File: config.mk
export PLATFORM = sky130hd
export DESIGN_NAME = fp_add_issue
export DESIGN_NICKNAME = d
export VERILOG_FILES = /design/src/rtl/fp_add_pkg.sv /design/src/rtl/fp_operand_fifo.sv /design/src/rtl/fp_add_issue.sv
export SDC_FILE = /design/constraint.sdc
export NUM_CORES = 1
export LEC_CHECK = 0
export ABC_AREA = 1
export BUFFER_PORTS_ARGS = -buffer_cell sky130_fd_sc_hd__buf_4
export CAP_MARGIN = 20
export CORE_AREA = 2 2 243 245
export DETAILED_ROUTE_END_ITERATION = 8
export DIE_AREA = 0 0 245 247
export HOLD_SLACK_MARGIN = 0.15
export PLACE_DENSITY_LB_ADDON = 0.15
export REMOVE_ABC_BUFFERS = 1
export SKIP_LAST_GASP = 1
export SLEW_MARGIN = 10
export SYNTH_ARGS = -nofsm -noshare
export SYNTH_HDL_FRONTEND = slang
export SYNTH_SLANG_ARGS = --single-unit
File: constraint.sdc
create_clock -name clk -period 12.07 [get_ports clk]
set_clock_uncertainty 0.15 [all_clocks]
set_input_delay 2.414 -clock clk [delete_from_list [all_inputs] [get_ports clk]]
set_output_delay 2.414 -clock clk [all_outputs]
set_load 0.03 [all_outputs]
File: src/rtl/fp_add_pkg.sv
// Shared types and constants for the single-precision add issue stage.
package fp_add_pkg;

    typedef struct packed {
        logic        sign;
        logic [7:0]  exp;
        logic [22:0] man;
    } fp32_t;

    localparam logic [31:0] FP_QNAN    = 32'h7FC00000;
    localparam logic [7:0]  FP_EXP_MAX = 8'hFF;

    typedef enum logic [1:0] {
        IDLE,
        ISSUE,
        HOLD
    } state_e;

    localparam int FLAG_NAN = 0;
    localparam int FLAG_INF = 1;
    localparam int FLAG_BYP = 2;

endpackage

File: src/rtl/fp_operand_fifo.sv
// Operand-pair FIFO: 64-bit entries, power-of-two depth, registered occupancy.
module fp_operand_fifo #(
    parameter int DEPTH = 4,
    parameter int LVL_W = $clog2(DEPTH) + 1
) (
    input  logic             clk,
    input  logic             rst_n,
    input  logic             push,
    input  logic [63:0]      wr_data,
    input  logic             pop,
    output logic [63:0]      rd_data,
    output logic [LVL_W-1:0] level
);

    localparam int PTR_W = $clog2(DEPTH);

    logic [63:0]      mem [DEPTH];
    logic [PTR_W-1:0] wr_ptr;
    logic [PTR_W-1:0] rd_ptr;

    // Pointers wrap naturally because DEPTH is a power of two.
    always_ff @(posedge clk or negedge rst_n) begin
        if (!rst_n) begin
            wr_ptr <= '0;
            rd_ptr <= '0;
            level  <= '0;
        end else begin
            if (push) wr_ptr <= wr_ptr + 1'b1;
            if (pop)  rd_ptr <= rd_ptr + 1'b1;
            case ({push, pop})
                2'b10:   level <= level + 1'b1;
                2'b01:   level <= level - 1'b1;
                default: level <= level;
            endcase
        end
    end

    always_ff @(posedge clk) begin
        if (push) mem[wr_ptr] <= wr_data;
    end

    assign rd_data = mem[rd_ptr];

endmodule

File: src/rtl/fp_add_issue.sv
// Issue/capture stage around a combinational fp32 adder with special-case screening.
// Optional statistics counters are built when FP_ADD_ISSUE_STATS_EN is defined.
module fp_add_issue
    import fp_add_pkg::*;
#(
    parameter int DEPTH = 4,
    parameter int LVL_W = $clog2(DEPTH) + 1
) (
    input  logic             clk,
    input  logic             rst_n,
    input  logic             in_valid,
    output logic             in_ready,
    input  logic [31:0]      in_a,
    input  logic [31:0]      in_b,
    input  logic             in_sub,
    output logic             out_valid,
    input  logic             out_ready,
    output logic [31:0]      out_sum,
    output logic [2:0]       out_flags,
    output logic [31:0]      add_a,
    output logic [31:0]      add_b,
    output logic             add_en,
    input  logic [31:0]      add_ans,
    output logic [LVL_W-1:0] fifo_level,
    output logic [15:0]      stat_ops,
    output logic [15:0]      stat_exc
);

    localparam logic [LVL_W-1:0] DEPTH_L = LVL_W'(DEPTH);

    // Returns {flags, sum}; the first matching case wins.
    function automatic logic [34:0] classify(input fp32_t a, input fp32_t b,
                                             input logic [31:0] ans);
        logic       a_nan, b_nan, a_inf, b_inf;
        logic [2:0] flg;
        logic [31:0] res;
        a_nan = (a.exp == FP_EXP_MAX) && (a.man != '0);
        b_nan = (b.exp == FP_EXP_MAX) && (b.man != '0);
        a_inf = (a.exp == FP_EXP_MAX) && (a.man == '0);
        b_inf = (b.exp == FP_EXP_MAX) && (b.man == '0);
        flg   = '0;
        res   = '0;
        if (a_nan || b_nan || (a_inf && b_inf && (a.sign != b.sign))) begin
            flg[FLAG_NAN] = 1'b1;
            flg[FLAG_BYP] = 1'b1;
            res           = FP_QNAN;
        end else if (a_inf || b_inf) begin
            flg[FLAG_INF] = 1'b1;
            flg[FLAG_BYP] = 1'b1;
            res           = {(a_inf ? a.sign : b.sign), FP_EXP_MAX, 23'd0};
        end else if (a.exp == 8'd0 || b.exp == 8'd0) begin
            flg[FLAG_BYP] = 1'b1;
            if (a.exp == 8'd0 && b.exp == 8'd0) res = {a.sign & b.sign, 31'd0};
            else if (a.exp == 8'd0)             res = b;
            else                                res = a;
        end else if (({a.exp, a.man} == {b.exp, b.man}) && (a.sign != b.sign)) begin
            flg[FLAG_BYP] = 1'b1;
            res           = 32'd0;
        end else if (ans[30:23] == FP_EXP_MAX) begin
            flg[FLAG_INF] = 1'b1;
            res           = {ans[31], FP_EXP_MAX, 23'd0};
        end else begin
            res = ans;
        end
        return {flg, res};
    endfunction

    state_e      state, state_nxt;
    logic        push, pop, load;
    logic [31:0] b_eff;
    logic [63:0] head_p0;
    logic [34:0] sel_p0;
    logic [31:0] sum_p1;
    logic [2:0]  flags_p1;
    logic        vld_p1;

    assign in_ready = (fifo_level < DEPTH_L);
    assign push     = in_valid && in_ready;
    assign b_eff    = in_sub ? {~in_b[31], in_b[30:0]} : in_b;

    fp_operand_fifo #(
        .DEPTH (DEPTH),
        .LVL_W (LVL_W)
    ) u_fifo (
        .clk     (clk),
        .rst_n   (rst_n),
        .push    (push),
        .wr_data ({in_a, b_eff}),
        .pop     (pop),
        .rd_data (head_p0),
        .level   (fifo_level)
    );

    assign add_a  = head_p0[63:32];
    assign add_b  = head_p0[31:0];
    assign sel_p0 = classify(fp32_t'(head_p0[63:32]), fp32_t'(head_p0[31:0]), add_ans);

    always_ff @(posedge clk or negedge rst_n) begin
        if (!rst_n) state <= IDLE;
        else        state <= state_nxt;
    end

    always_comb begin
        state_nxt = state;
        pop       = 1'b0;
        load      = 1'b0;
        add_en    = 1'b0;
        case (state)
            IDLE: begin
                if (fifo_level != '0) state_nxt = ISSUE;
            end
            ISSUE: begin
                add_en    = 1'b1;
                pop       = 1'b1;
                load      = 1'b1;
                state_nxt = HOLD;
            end
            HOLD: begin
                // A push landing in the same cycle counts as pending work.
                if (vld_p1 && out_ready)
                    state_nxt = ((fifo_level != '0) || push) ? ISSUE : IDLE;
            end
            default: state_nxt = IDLE;
        endcase
    end

    // ---- result capture stage ----
    always_ff @(posedge clk or negedge rst_n) begin
        if (!rst_n) begin
            vld_p1   <= 1'b0;
            sum_p1   <= '0;
            flags_p1 <= '0;
        end else if (load) begin
            vld_p1   <= 1'b1;
            sum_p1   <= sel_p0[31:0];
            flags_p1 <= sel_p0[34:32];
        end else if (state == HOLD && out_ready) begin
            vld_p1   <= 1'b0;
        end
    end

    assign out_valid = vld_p1;
    assign out_sum   = sum_p1;
    assign out_flags = flags_p1;

`ifdef FP_ADD_ISSUE_STATS_EN
    function automatic logic [15:0] sat_inc(input logic [15:0] v);
        return (v == 16'hFFFF) ? v : v + 16'd1;
    endfunction

    logic [15:0] ops_cnt, exc_cnt;

    always_ff @(posedge clk or negedge rst_n) begin
        if (!rst_n) begin
            ops_cnt <= '0;
            exc_cnt <= '0;
        end else if (load) begin
            ops_cnt <= sat_inc(ops_cnt);
            if (sel_p0[32 + FLAG_NAN] || sel_p0[32 + FLAG_INF])
                exc_cnt <= sat_inc(exc_cnt);
        end
    end

    assign stat_ops = ops_cnt;
    assign stat_exc = exc_cnt;
`else
    assign stat_ops = '0;
    assign stat_exc = '0;
`endif

endmodule

==> metrics.md, run 1 <==
| Metric | Value |
|---|---|
| Dpl hpwl | 33,300 µm |
| Initial antenna violation count | 5 |
| DRT Pass-1 Iters | 8 |
| Starting Density | 24.7% |
| Place WS | 6.51 ns |
| Flops & latches, synth | 301 |
| Yosys Warn Count | 0 |
| Tot Pwr | 5.04 mW |
| Final Hold Vio Count | 0 |
| Clock period minus worst slack | 6.10 ns |
| Setup Buffers After CTS | 0 |
| Peak Freq | 164 MHz |
| Critical Path RT | 9.51 ns |
| Area delta synth->final | 22.8% |
| Post-synthesis sequential area ratio | 61.4% |
| Setup crit end kind | primary output |
| Cts repair resizes | 0 |
| Hold wc startpoint | state[0]$_DFFE_PN0P_ |
| DR WL/cell | 19.8 µm |
| Clk root buf | clkbuf_16 |
| P_sw | 2.36 mW |
| Max Slew Vio Count | 0 |
| Core Area | 58,200 µm² |
| DRT antenna net count | 0 |
| Die X | 245 µm |
| CP max FO | 86 |
| GRT overflow | 0 |
| Number of synthesized flops with an enable pin | 256 |
| Reg2reg start | u_fifo.rd_ptr[0]$_DFFE_PN0P_ |
| Layout Nets | 1,852 |
| Clock transition at path regs | 0.06 ns |
| Lkg Pwr | 7.72 nW |
| Die Span Y | 247 µm |
| H-tree depth | 2 |
| Worst-Margin Slew | 1.06 ns |
| Combinational share of power | 49.0% |
| Maximum clock path buffer count | 3 |
| Synthesized cell area | 14,400 µm² |
| M1 GR Usage | 21.4% |
| Synth unique cells | 37 |
| Cell count after synthesis | 1,559 |
| Met2 global-route usage | 27.5% |
| First-pass GRT wire length | 72,300 µm |
| Primary FF master, synth | edfxtp_1 |
| TritonCTS clock tree | yes |
| Placer Congestion | 0.787 |
| Synth async-reset ratio | 15.0% |
| Worst EP arrival | 3.53 ns |
| Hold Buf Count CTS | 0 |
| WS Path Type | reg2out |
| CP Launch Type | flip-flop |
| GRT busiest layer | met2 |
| Post-Route WL | 50,500 µm |
| Reported max-cap violation count | 0 |
| Final cell area excluding filler cells | 17,600 µm² |
| Setup violations, final | 0 |
| Port buffer count | 205 |
| Worst setup margin | 5.97 ns |
| Vias in the first global route | 10,700 |
| Gr usage total | 16.6% |
| P_int | 2.69 mW |
| Switching portion of total power | 46.7% |
| Num rows | 89 |
| Iteration-0 DRC Markers | 606 |
| Placement-stage cell area | 16,400 µm² |
| Vias post-DR | 11,100 |
| Hold/Removal Path Class | reg2reg |
| Commonest non-fill, non-tap cell in the layout | nand2_1 |
| Setup TNS | 0 ns |
| Critical Path Start | u_fifo.rd_ptr[0]$_DFFE_PN0P_ |
| GR Util met3 | 3.67% |
| Layout cells sized above 1 | 17.4% |
| PD cells | 286 nW/µm² |
| Largest net degree at the start of global routing | 87 |
| Max rail drop VDD | 0.156 mV |
| Worst slew margin | 29.0% |
| Fill count | 6,114 |
| DRC violations left | 0 |
| Syn_area_per_cell | 9.21 µm² |
| Unrepaired setup endpoints after global routing | false |
| Reg power frac | 29.0% |
| Status | completed |
| Latest clock arrival within the worst-skew pair | 0.55 ns |
| DIE AREA | 60,500 µm² |
| Period utilisation layout | 50.5% |
| CTS sink cnt | 301 |
| Most frequent cells in the layout | nand2_1, edfxtp_1, buf_4 |
| Clock power frac | 22.0% |
| CTS Buf Count | 37 |
| I/O pins | 238 |
| Vias/cell | 4.36 |
layout make-up:
class	instances	area (µm²)	share of cell area, %
multi-input combinational	1097	4670	26.5
clock buffer	51	1040	5.89
antenna	1	2.50	0.0142
sequential	301	8820	50.0
inverter	88	338	1.91
clock inverter	16	163	0.922
timing repair buffer	219	1640	9.32
tap	773	967	5.48
power by group through the flow:
| stage | clock network (mW) | registers [mW] | logic [mW] |
|---|---|---|---|
| 5_1_grt | 1.18 | 1.48 | 2.73 |
| 4_1_cts | 1.14 | 1.46 | 2.53 |
| 2_1_floorplan | 0 | 1.61 | 1.37 |
| 3_3_place_gp | 0 | 1.48 | 2.52 |
| 3_5_place_dp | 0 | 1.48 | 2.52 |
| 6_report | 1.11 | 1.46 | 2.47 |
registers in the layout (all words and copies together), names as in the netlist:
register	cells
out_flags	3
state	2
out_sum	32
out_valid	1
u_fifo.level	3
u_fifo.rd_ptr	2
u_fifo.mem	256
u_fifo.wr_ptr	2
synthesized netlist by cell type, types with 4 or more instances:
master / number / share of area, %
buf_1: 4 / 0.10
nand4_1: 9 / 0.39
a21oi_1: 14 / 0.49
inv_1: 76 / 2.0
nor2_1: 89 / 2.3
ha_1: 6 / 0.52
nand2_1: 680 / 18
nand2_2: 4 / 0.17
buf_2: 34 / 1.2
clkbuf_1: 13 / 0.34
o21ai_0: 50 / 1.7
buf_4: 40 / 2.1
inv_2: 9 / 0.24
buf_6: 11 / 0.86
nand3_1: 187 / 6.5
xor2_1: 5 / 0.30
edfxtp_1: 256 / 54
dfrtp_1: 45 / 7.8
critical path, stage by stage (launching register included):
cell and delay [ns]:
dfrtp_4 0.73, inv_4 0.52, buf_4 0.87, nand2_1 0.11, nand3_1 0.11, nand2_1 0.17, inv_1 0.18, buf_4 0.19
through the flow:
stage               utilization (%)  hold slack, ns  instances
floorplan                         -           0.262       1486
global placement               28.2           0.270       2478
detailed placement             28.2           0.280       2478
CTS                            30.3           0.287       2545
global route                   30.3           0.339       2545
finish                         30.3           0.292       2546
final timing paths:
| check | cells after the start | slack, ns | endpoint |
|---|---|---|---|
| setup / recovery | 7 | 5.97 | add_a[21] |
| hold / removal | 1 | 0.29 | state[0]$_DFFE_PN0P_ |
| setup reg to reg | 14 | 6.74 | out_sum[22]$_DFFE_PN0P_ |
| hold reg to reg | 1 | 0.29 | state[0]$_DFFE_PN0P_ |
| max in group asynchronous | 1 | 9.37 | u_fifo.rd_ptr[0]$_DFFE_PN0P_ |
| min in group asynchronous | 1 | 1.79 | out_sum[17]$_DFFE_PN0P_ |
metal layers:
| layer | up-vias | routed length [µm] |
|---|---|---|
| met1 | 5272 | 22500 |
| met5 | - | 43 |
| met4 | 8 | 1210 |
| met2 | 304 | 23900 |
| met3 | 79 | 2930 |
| li1 | 5430 | - |
kinds of logic (layout without fill, tap and decap cells):
kind of cell | after synthesis | after routing | synth area share [%]
compound gates | 73 | 73 | 2.77
other cells | 1 | 33 | 0.0261
buf+inv | 192 | 374 | 7.14
simple gates | 979 | 979 | 27.7
fa+ha+maj | 7 | 7 | 0.662
xor+xnor | 6 | 6 | 0.366
flops | 301 | 301 | 61.4
Power figures use the tool's default switching activity.
==> inputs of run 2 (changes only) <==
clock period = 5.5 ns   (was 12.07 ns; I/O delays follow)
==> metrics.md, run 2 (synthesis gave the netlist of run 1 again) <==
| Metric | Value |
|---|---|
| Status | completed |
| CP cell instances | inv_4 -> buf_4 -> nand2_1 -> nand3_1 -> nand2_1 -> inv_1 -> buf_4 |
| WS Path Type | reg2out |
| Port buffer count | 205 |
| Clk root buf | clkbuf_16 |
| Clock period minus worst slack | 4.27 ns |
| Clock transition at path regs | 0.05 ns |
| Setup Buffers After CTS | 0 |
| Maximum clock path buffer count | 3 |
| # diodes | 0 |
| Critical Path RT | 4.25 ns |
| DR WL/cell | 19.8 µm |
| M1 GR Usage | 21.7% |
| CP Launch Type | flip-flop |
| Setup TNS | 0 ns |
| CP max FO | 73 |
| Vias/cell | 4.40 |
| Crit path largest cell delay | 0.68 ns |
| Worst setup margin | 1.23 ns |
| Clock power frac | 22.8% |
| CP bufs+invs | 4 |
| Hold/Removal Path Class | reg2reg |
| Area of the multi-input gates | 4670 µm² |
| Place WS | 1.27 ns |
| P_int | 6.05 mW |
| Unrepaired setup endpoints after global routing | false |
| Final Hold Vio Count | 0 |
| Initial antenna violation count | 3 |
| Crit path max-delay family | buffers and inverters |
| Largest register FFs | 256 |
| CP Depth | 7 |
| Reported max-cap violation count | 0 |
| Setup crit end kind | primary output |
| Iteration-0 DRC Markers | 802 |
| Die X | 245 µm |
| Largest net degree at the start of global routing | 74 |
| Switching portion of total power | 46.5% |
| Commonest non-fill, non-tap cell in the layout | nand2_1 |
| DRC violations left | 0 |
| Slowest cell on the critical path | inv_4 |
| CTS sink cnt | 301 |
| FF-to-FF path depth | 17 |
| P_sw | 5.26 mW |
| Cts repair resizes | 0 |
| Num rows | 89 |
| TritonCTS clock tree | yes |
| Latest clock arrival within the worst-skew pair | 0.56 ns |
| Hold Buf Count CTS | 0 |
| Max rail drop VDD | 0.334 mV |
| Dpl hpwl | 34,200 µm |
| Peak Freq | 234 MHz |
| Area delta synth->final | 24.2% |
| Lkg Pwr | 7.80 nW |
| Setup violations, final | 0 |
| Layout cells sized above 1 | 17.9% |
| Combinational share of power | 49.6% |
| First-pass GRT wire length | 72,800 µm |
| Gr usage total | 16.5% |
| Worst EP arrival | 3.02 ns |
| Largest Register | u_fifo.mem |
| PD cells | 634 nW/µm² |
| Worst slew margin | 42.4% |
| CTS Buf Count | 37 |
| Placer Congestion | 0.811 |
| GR Util met3 | 3.36% |
| Vias in the first global route | 10,800 |
| I/O pins | 238 |
| Starting Density | 24.7% |
| GRT busiest layer | met2 |
| Max Slew Vio Count | 0 |
| DRT Pass-1 Iters | 5 |
| Worst-Margin Slew | 0.864 ns |
| Fill count | 6,127 |
| Core Area | 58,200 µm² |
| Met2 global-route usage | 27.5% |
| Layout Nets | 1,862 |
| Storage element area | 8820 µm² |
| H-tree depth | 2 |
| DRT antenna net count | 0 |
| WHS Path Cells | 1 |
| GRT overflow | 0 |
| Reg power frac | 27.6% |
| Die Span Y | 247 µm |
| DIE AREA | 60,500 µm² |
| Vias post-DR | 11,200 |
| Post-Route WL | 50,600 µm |
| Most frequent cells in the layout | nand2_1, edfxtp_1, buf_4 |
| Period utilisation layout | 77.6% |
==> run 2: power by group through the flow <==
stage | Combinational (mW) | Clock [mW] | Sequential, mW
floorplan | 3.01 | 0 | 3.53
global placement | 5.69 | 0 | 3.17
detailed placement | 5.71 | 0 | 3.17
CTS | 5.72 | 2.64 | 3.13
global route | 6.18 | 2.72 | 3.17
finish | 5.62 | 2.57 | 3.12
==> run 2: metal layers <==
| metal | wire length [µm] | vias up |
|---|---|---|
| li1 | - | 5458 |
| met1 | 22700 | 5369 |
| met2 | 23700 | 344 |
| met3 | 2980 | 63 |
| met4 | 1160 | 4 |
| met5 | 23 | - |
==> run 2: cell type report <==
| cell class | count | area share (%) |
|---|---|---|
| multi-input cells | 1097 | 26.2 |
| clock inverters | 22 | 1.54 |
| flip-flops and latches | 301 | 49.4 |
| repair buffers | 229 | 9.92 |
| well taps | 773 | 5.42 |
| inverters | 88 | 1.89 |
| clock buffers | 46 | 5.62 |
==> run 2: stage by stage <==
stage	utilization (%)	hold slack, ns	power (mW)	instance area, µm²	instances
CTS	30.6	0.286	11.5	17800	2556
global placement	28.4	0.274	8.86	16600	2488
floorplan	-	0.262	6.54	13800	1486
global route	30.6	0.307	12.1	17800	2556
detailed placement	28.4	0.279	8.88	16600	2488
finish	30.6	0.283	11.3	17800	2556
==> run 2: worst paths after layout <==
path                                               from                            to  slack, ns
max in group asynchronous                         rst_n  u_fifo.rd_ptr[0]$_DFFE_PN0P_       4.20
min in group asynchronous                         rst_n       out_sum[17]$_DFFE_PN0P_       0.46
min                                state[0]$_DFFE_PN0P_          state[0]$_DFFE_PN0P_       0.28
max reg2reg                u_fifo.rd_ptr[0]$_DFFE_PN0P_      out_flags[1]$_DFFE_PN0P_       1.33
min reg2reg                        state[0]$_DFFE_PN0P_          state[0]$_DFFE_PN0P_       0.28
max                        u_fifo.rd_ptr[0]$_DFFE_PN0P_                     add_a[10]       1.23
==> inputs of run 3 (changes only) <==
clock period = 3.7 ns   (was 5.5 ns; I/O delays follow)
==> metrics.md, run 3 (synthesis gave the netlist of run 1 again) <==
| Metric | Value |
|---|---|
| Reg2Reg Capture Point | out_flags[1]$_DFFE_PN0P_ |
| Clock period minus worst slack | 3.29 ns |
| GR Util met3 | 3.38% |
| Maximum clock path buffer count | 3 |
| DRC violations left | 0 |
| Crit path to | add_b[20] |
| Status | completed |
| WS Path Type | reg2out |
| Met2 global-route usage | 27.4% |
| PD cells | 933 nW/µm² |
| Worst slew margin | 51.5% |
| First-pass GRT wire length | 72,000 µm |
| Crit path top cell by count | buf_4 |
| Dpl hpwl | 33,300 µm |
| Period utilisation layout | 88.9% |
| Post-Route WL | 49,800 µm |
| TritonCTS clock tree | yes |
| Largest register FFs | 256 |
| FF-to-FF path depth | 15 |
| Lkg Pwr | 7.79 nW |
| Vias post-DR | 11,300 |
| Gr usage total | 16.3% |
| CP cell instances | inv_2 -> buf_4 -> nand3_1 -> nand2_1 -> inv_1 -> buf_4 |
| Port buffer count | 205 |
| Latest clock arrival within the worst-skew pair | 0.55 ns |
| Critical Path RT | 2.81 ns |
| Die Span Y | 247 µm |
| Starting Density | 24.7% |
| Area delta synth->final | 24.1% |
| Reg2reg start | u_fifo.rd_ptr[1]$_DFFE_PN0P_ |
| CTS sink cnt | 301 |
| I/O pins | 238 |
| Critical Path Start | u_fifo.rd_ptr[1]$_DFFE_PN0P_ |
| Max Slew Vio Count | 0 |
| Initial antenna violation count | 3 |
| Setup Buffers After CTS | 0 |
| Largest net degree at the start of global routing | 89 |
| DRT antenna net count | 0 |
| Unrepaired setup endpoints after global routing | false |
| Worst-Margin Slew | 0.727 ns |
| Clock transition at path regs | 0.06 ns |
| Vias in the first global route | 10,800 |
| Final Non-Filler Cells | 2,559 |
| Vias/cell | 4.40 |
| Clk root buf | clkbuf_16 |
| DIE AREA | 60,500 µm² |
| Hold/Removal Path Class | in2reg |
| Placed Instances | 2,489 |
| Setup violations, final | 0 |
| DRT Pass-1 Iters | 5 |
| CP max FO | 26 |
| Setup TNS | 0 ns |
| Commonest non-fill, non-tap cell in the layout | nand2_1 |
| Worst EP arrival | 2.40 ns |
| Setup crit end kind | primary output |
| M1 GR Usage | 21.4% |
| Largest Register | u_fifo.mem |
| Layout Nets | 1,864 |
| Reported max-cap violation count | 0 |
| Setup slack, reg-to-reg | 0.43 ns |
| Most frequent cells in the layout | nand2_1, edfxtp_1, buf_4 |
| Final Hold Vio Count | 0 |
| Num rows | 89 |
| Peak Freq | 304 MHz |
| Iteration-0 DRC Markers | 677 |
| H-tree depth | 2 |
| Crit path largest cell delay | 0.43 ns |
| Max rail drop VDD | 0.514 mV |
| CTS Buf Count | 37 |
| Slowest cell on the critical path | dfrtp_2 |
| Die X | 245 µm |
| GRT overflow | 0 |
| Placer Congestion | 0.829 |
| GRT busiest layer | met2 |
| DR WL/cell | 19.5 µm |
| CP Launch Type | flip-flop |
| Final hold slack | 0.242 ns |
| Layout cells sized above 1 | 17.4% |
| Core Area | 58,200 µm² |
-- run 3: worst min-delay path by stage --
stage | end | slack (ns) | startpoint | depth (start not counted)
floorplan | state[0]$_DFFE_PN0P_ | 0.26 | state[0]$_DFFE_PN0P_ | 1
global placement | state[0]$_DFFE_PN0P_ | 0.27 | state[0]$_DFFE_PN0P_ | 1
detailed placement | state[0]$_DFFE_PN0P_ | 0.29 | state[0]$_DFFE_PN0P_ | 1
CTS | u_fifo.mem[2][33]$_DFFE_PP_ | 0.20 | in_a[1] | 1
global route | u_fifo.mem[1][33]$_DFFE_PP_ | 0.21 | in_a[1] | 1
finish | u_fifo.mem[2][21]$_DFFE_PP_ | 0.24 | in_b[21] | 1
-- run 3: cell type report --
class	instances	area, µm²
clock inverters	14	97.6
diodes	1	2.50
well taps	773	967
multi-input cells	1097	4670
repair buffers	231	1860
clock buffers	54	1060
inverters	88	338
flip-flops and latches	301	8820
fillers	6087	40400
-- run 3: metal layers --
metal / part of all wire [%] / vias to the layer above
met4: 2.3 / 4
met3: 5.5 / 71
met2: 47 / 330
met5: 0.046 / -
li1: - / 5461
met1: 45 / 5385
-- run 3: critical path: cells and delay by family (launching register included) --
family / cells / cell delay, ns
and+or+nand+nor: 2 / 0.32
buffers and inverters: 4 / 1.11
DFF: 1 / 0.43
-- run 3: stage by stage --
step	utilization [%]	instance area (µm²)	power, mW	setup WS [ns]
2_1_floorplan	-	13800	9.72	-1.73
3_3_place_gp	28.6	16600	13.3	0.166
3_5_place_dp	28.6	16600	13.4	0.161
4_1_cts	30.6	17800	16.9	0.159
6_report	30.6	17800	16.6	0.411
5_1_grt	30.6	17800	17.8	0.0612
-- run 3: where the power goes --
group,total (mW),internal (mW),switching (mW)
Sequential,4.64,4.34,0.295
Clock,3.50,2.06,1.43
Combinational,8.49,2.38,6.12
Total,16.6,8.78,7.84
-- run 3: repair_timing --
item / in CTS / in global routing
hold buffers: 1 / 0
hold endpoints to repair: 45 / 0
setup endpoints to repair: 0 / 34
resized for setup: 0 / 1
